<file path="config.mk">
export PLATFORM = sky130hd
export DESIGN_NAME = stopwatch_ctrl
export DESIGN_NICKNAME = d
export VERILOG_FILES = /design/src/rtl/stopwatch_ctrl.sv
export SDC_FILE = /design/constraint.sdc
export NUM_CORES = 1
export LEC_CHECK = 0
export CAP_MARGIN = 20
export CORE_ASPECT_RATIO = 0.75
export CORE_UTILIZATION = 41
export CTS_CLUSTER_SIZE = 28
export DETAILED_ROUTE_END_ITERATION = 16
export PLACE_DENSITY = 0.74
export SLEW_MARGIN = 20
export SYNTH_ARGS = -nofsm -noshare
export SYNTH_HDL_FRONTEND = slang
export SYNTH_SLANG_ARGS = --single-unit
</file>
<file path="constraint.sdc">
create_clock -name clk -period 2.45 [get_ports clk]
set_input_delay 0.3675 -clock clk [delete_from_list [all_inputs] [get_ports clk]]
set_output_delay 0.3675 -clock clk [all_outputs]
set_load 0.02 [all_outputs]
</file>
<file path="src/rtl/stopwatch_ctrl.sv">
// Run/pause/lap/clear sequencer: drives counter enable/clear and selects live or frozen display digits.
// Optional LAP auto-return timer is built when AUTO_LAP_RETURN_EN is defined.
module stopwatch_ctrl #(
   parameter int unsigned LAP_TIMEOUT = 32'd300_000_000
) (
   input  logic        clk,
   input  logic        rst,
   input  logic        ss_in,
   input  logic        lr_in,
   input  logic [31:0] live_d,
   output logic        cnt_en,
   output logic        cnt_clr,
   output logic [31:0] disp_d,
   output logic        lap_active,
   output logic [1:0]  state_o
);

   localparam logic [1:0] S_IDLE  = 2'b00;
   localparam logic [1:0] S_RUN   = 2'b01;
   localparam logic [1:0] S_PAUSE = 2'b10;
   localparam logic [1:0] S_LAP   = 2'b11;

   logic [1:0]  r_state;
   logic [1:0]  w_state_nxt;
   logic        r_ss_prev;
   logic        r_lr_prev;
   logic        r_cnt_en;
   logic        r_cnt_clr;
   logic        r_lap_active;
   logic [31:0] r_lap_reg;
   logic        w_ss_rise;
   logic        w_lr_rise;
   logic        w_clr_nxt;
   logic        w_lap_load;
   logic        w_timeout;
   logic        w_cnt_en_nxt;
   logic        w_lap_active_nxt;

   assign w_ss_rise = ss_in & ~r_ss_prev;
   assign w_lr_rise = lr_in & ~r_lr_prev;

`ifdef AUTO_LAP_RETURN_EN
   localparam int unsigned CW = $clog2(LAP_TIMEOUT + 32'd1);
   logic [CW-1:0] r_lap_cnt;

   // Cycles spent in LAP; restarts from zero on every LAP entry.
   always_ff @(posedge clk or posedge rst) begin
      if (rst) begin
         r_lap_cnt <= '0;
      end else if ((r_state == S_LAP) && (w_state_nxt == S_LAP)) begin
         r_lap_cnt <= r_lap_cnt + CW'(1);
      end else begin
         r_lap_cnt <= '0;
      end
   end

   assign w_timeout = (r_lap_cnt == CW'(LAP_TIMEOUT - 32'd1));
`else
   logic w_unused_cfg;
   assign w_unused_cfg = (LAP_TIMEOUT == 32'd0);
   assign w_timeout    = 1'b0;
`endif

   // State, edge-detect history and registered outputs; prev levels reset high so a held button is ignored.
   always_ff @(posedge clk or posedge rst) begin
      if (rst) begin
         r_state      <= S_IDLE;
         r_ss_prev    <= 1'b1;
         r_lr_prev    <= 1'b1;
         r_cnt_en     <= 1'b0;
         r_cnt_clr    <= 1'b0;
         r_lap_active <= 1'b0;
         r_lap_reg    <= 32'h0000_0000;
      end else begin
         r_state      <= w_state_nxt;
         r_ss_prev    <= ss_in;
         r_lr_prev    <= lr_in;
         r_cnt_en     <= w_cnt_en_nxt;
         r_cnt_clr    <= w_clr_nxt;
         r_lap_active <= w_lap_active_nxt;
         if (w_lap_load) begin
            r_lap_reg <= live_d;
         end else begin
            r_lap_reg <= r_lap_reg;
         end
      end
   end

   // Next-state decode; start/stop beats lap/reset when both rise together.
   always_comb begin
      w_state_nxt = r_state;
      w_clr_nxt   = 1'b0;
      w_lap_load  = 1'b0;
      case (r_state)
         S_IDLE: begin
            if (w_ss_rise) begin
               w_state_nxt = S_RUN;
            end else if (w_lr_rise) begin
               w_clr_nxt = 1'b1;
            end else begin
               w_state_nxt = S_IDLE;
            end
         end
         S_RUN: begin
            if (w_ss_rise) begin
               w_state_nxt = S_PAUSE;
            end else if (w_lr_rise) begin
               w_state_nxt = S_LAP;
               w_lap_load  = 1'b1;
            end else begin
               w_state_nxt = S_RUN;
            end
         end
         S_LAP: begin
            if (w_ss_rise) begin
               w_state_nxt = S_PAUSE;
            end else if (w_lr_rise || w_timeout) begin
               w_state_nxt = S_RUN;
            end else begin
               w_state_nxt = S_LAP;
            end
         end
         S_PAUSE: begin
            if (w_ss_rise) begin
               w_state_nxt = S_RUN;
            end else if (w_lr_rise) begin
               w_state_nxt = S_IDLE;
               w_clr_nxt   = 1'b1;
            end else begin
               w_state_nxt = S_PAUSE;
            end
         end
         default: begin
            w_state_nxt = S_IDLE;
         end
      endcase
   end

   // Output decode: register inputs from next state, display select from current state.
   always_comb begin
      w_cnt_en_nxt     = (w_state_nxt == S_RUN) || (w_state_nxt == S_LAP);
      w_lap_active_nxt = (w_state_nxt == S_LAP);
      if (r_state == S_LAP) begin
         disp_d = r_lap_reg;
      end else begin
         disp_d = live_d;
      end
   end

   assign cnt_en     = r_cnt_en;
   assign cnt_clr    = r_cnt_clr;
   assign lap_active = r_lap_active;
   assign state_o    = r_state;

endmodule

</file>
==> out/summary.txt <==
CTS tree: yes
GR Util All Layers: 0.168
Initial Utilization: 0.431
DRT antenna net count: 0
Final setup vio count: 0
Nets: 237
Max stage delay cell, worst path: clkdlybuf4s50_1
Crit-path max FO: 13
Diode count: 0
Syn_nets: 159
WL per Instance: 15.2 um
Fin worst setup slack: 84.5 ps
Vias per inst: 4.75
Synth area leader: dfrtp_1
Setup slack at placement: 348 ps
Initial DRC count: 23
Yosys top cell area share: 0.466
Slew @ Worst Pin: 475 ps
Critical setup path kind: flip-flop to primary output
CTS resizes: 0
Mapped Area: 1930 um^2
Largest register FFs: 32
Post-DP HPWL: 2760 um
Via count: 1,230
TritonRoute pass-1 iters: 2
Launching point of the worst reg2reg path: r_ss_prev$_DFF_PP1_
Hold Path Class: input pin to asynchronous set/reset pin
Final period util: 0.966
Area Overhead vs Synth: 47.1%
Slowest cell delay on critical path: 540 ps
Setup crit start kind: flip-flop
Final Hold Viols: 0
Crit-path cells: nand2_1, buf_4, mux2_2, clkdlybuf4s50_1
Setup TNS: 0 ps
Fin Clk Skew: 6.40 ps
Register bit total from synthesis: 38
Endpoint class of the critical path: primary output
Initial antenna violation count: 0
CORE AREA: 4490 um^2
Largest net degree at the start of global routing: 39
First-pass GRT wire length: 6110 um
Reg2reg setup slack: 910 ps
Final Cell Area: 2850 um^2
TritonCTS Buffers: 5
Total placed instance area: 2720 um^2
FMAX: 423 MHz
CTS max path bufs: 2
Slew headroom: 0.684
Final Wtd Congestion: 0.762
IO buf count: 72
CTS Hold Bufs: 0
Sink Count: 38
VDD IR max: 518 uV
Grt total ovfl: 0
Avg Inst Size Synth: 15.7 um^2
Yosys warning total: 0
Gate Count Post-Synth: 123
FF-to-FF End: r_lap_reg[1]$_DFFE_PP0P_
Die Span X: 81.3 um
Via count of the first global-routing pass: 1,342
Worst-Skew Late Latency: 290 ps
Crit path DAT: 2000 ps
Library cells used by synthesis: 18
Die ar.: 5000 um^2
Pleak: 1.33 nW
Synth area leaders: dfrtp_1 47%, mux2_4 23%, mux2_2 20%
# Max-Cap Violations: 0
Final min period: 2370 ps
Layout cells sized above 1: 0.401
Drt total wl: 3930 um
Site Rows: 21
Reg clk slew, reported paths: 80 ps
Post-CTS Setup Bufs: 0
R2R depth: 4
Hold Slack: 500 ps
RSZ-0062 raised after global routing: true
Max Slew Vio Count: 0
Drt drc: 0
IO Pins: 73
Die height: 61.5 um
CTS HTree Levels: 2
Clock Tree Root: clkbuf_8
PwrDens: 1140 nW/um^2
Sequential-to-total area share from yosys stat: 0.493
WP data required: 2080 ps
Outcome: completed
-- cell families (layout without fill, tap and decap cells) --
| family | Yosys count | count (layout) | share of synthesized area |
|---|---|---|---|
| AO/OA/AOI/OAI | 1 | 1 | 0.00258 |
| XOR/XNOR | 2 | 2 | 0.00906 |
| buffers and inverters | 8 | 87 | 0.0310 |
| flip-flops | 38 | 38 | 0.493 |
| multiplexers | 64 | 64 | 0.431 |
| AND/OR/NAND/NOR | 10 | 10 | 0.0336 |
-- metal layers --
metal	track usage	vias to the layer above	wire, um
met4	0.0689	0	35
met2	0.262	56	1630
met3	0.0474	4	293
li1	-	593	-
met1	0.223	577	1970
met5	0	-	0
-- per-stage QoR --
stage,total power [mW],std cells,util
floorplan,2.12,123,-
global placement,2.67,251,0.604
detailed placement,2.70,251,0.604
CTS,3.27,259,0.630
global route,3.42,259,0.633
finish,3.24,259,0.633
-- Yosys cell counts --
master    count
and3_1        1
buf_2         3
buf_4         1
buf_6         3
dfrtp_1      36
dfstp_2       2
inv_1         1
mux2_2       34
mux2_4       30
nand2_1       2
nand2b_1      2
nand3_1       1
nand3_2       1
nor2b_1       1
nor3_1        1
nor3b_2       1
o21ai_0       1
xnor2_1       2
-- cell usage in the layout, fill, tap and decap left out, drive strengths merged --
| cell | n |
|---|---|
| clkdlybuf4s50 | 68 |
| mux2 | 64 |
| dfrtp | 36 |
| clkbuf | 7 |
| buf | 6 |
| dlymetal6s2s | 4 |
| nand2b | 2 |
| xnor2 | 2 |
| nand2 | 2 |
| dfstp | 2 |
| nand3 | 2 |
| nor3b | 1 |
| nor2b | 1 |
| o21ai | 1 |
| and3 | 1 |
| nor3 | 1 |
| inv | 1 |
| bufinv | 1 |
-- critical path, delay by kind of cell (launching register included) --
kind                   cells  cell delay, ps
buffers and inverters      2             770
AND/OR/NAND/NOR            1             130
multiplexers               1             370
flip-flops                 1             430
-- final cells by class --
class                   instances  area [um^2]
clock inverters                 1         30.0
flip-flops and latches         38          953
well taps                      57         71.3
inverters                       1         3.75
fillers                       340         1650
clock buffers                   7         86.3
repair buffers                 78          779
multi-input cells              77          921
-- report_power, final --
part | leakage, nW | internal [mW] | total, mW | switching (mW)
registers | 0.456 | 0.921 | 1.09 | 0.165
logic | 0.812 | 0.985 | 1.61 | 0.628
clock network | 0.0585 | 0.332 | 0.541 | 0.209
total | 1.33 | 2.24 | 3.24 | 1.00
-- worst max-delay path by stage --
| stage | start | end | slack, ps | depth (start not counted) |
|---|---|---|---|---|
| after global placement | state_o[1]$_DFF_PP0_ | disp_d[0] | 390 | 4 |
| after global routing | state_o[1]$_DFF_PP0_ | disp_d[30] | -20 | 4 |
| final | state_o[1]$_DFF_PP0_ | disp_d[30] | 80 | 4 |
| after detailed placement | state_o[1]$_DFF_PP0_ | disp_d[10] | 350 | 4 |
| after floorplan | state_o[0]$_DFF_PP0_ | disp_d[10] | 780 | 3 |
| after CTS | state_o[1]$_DFF_PP0_ | disp_d[10] | 20 | 4 |
Note: power is estimated with default switching activity, not from simulation.
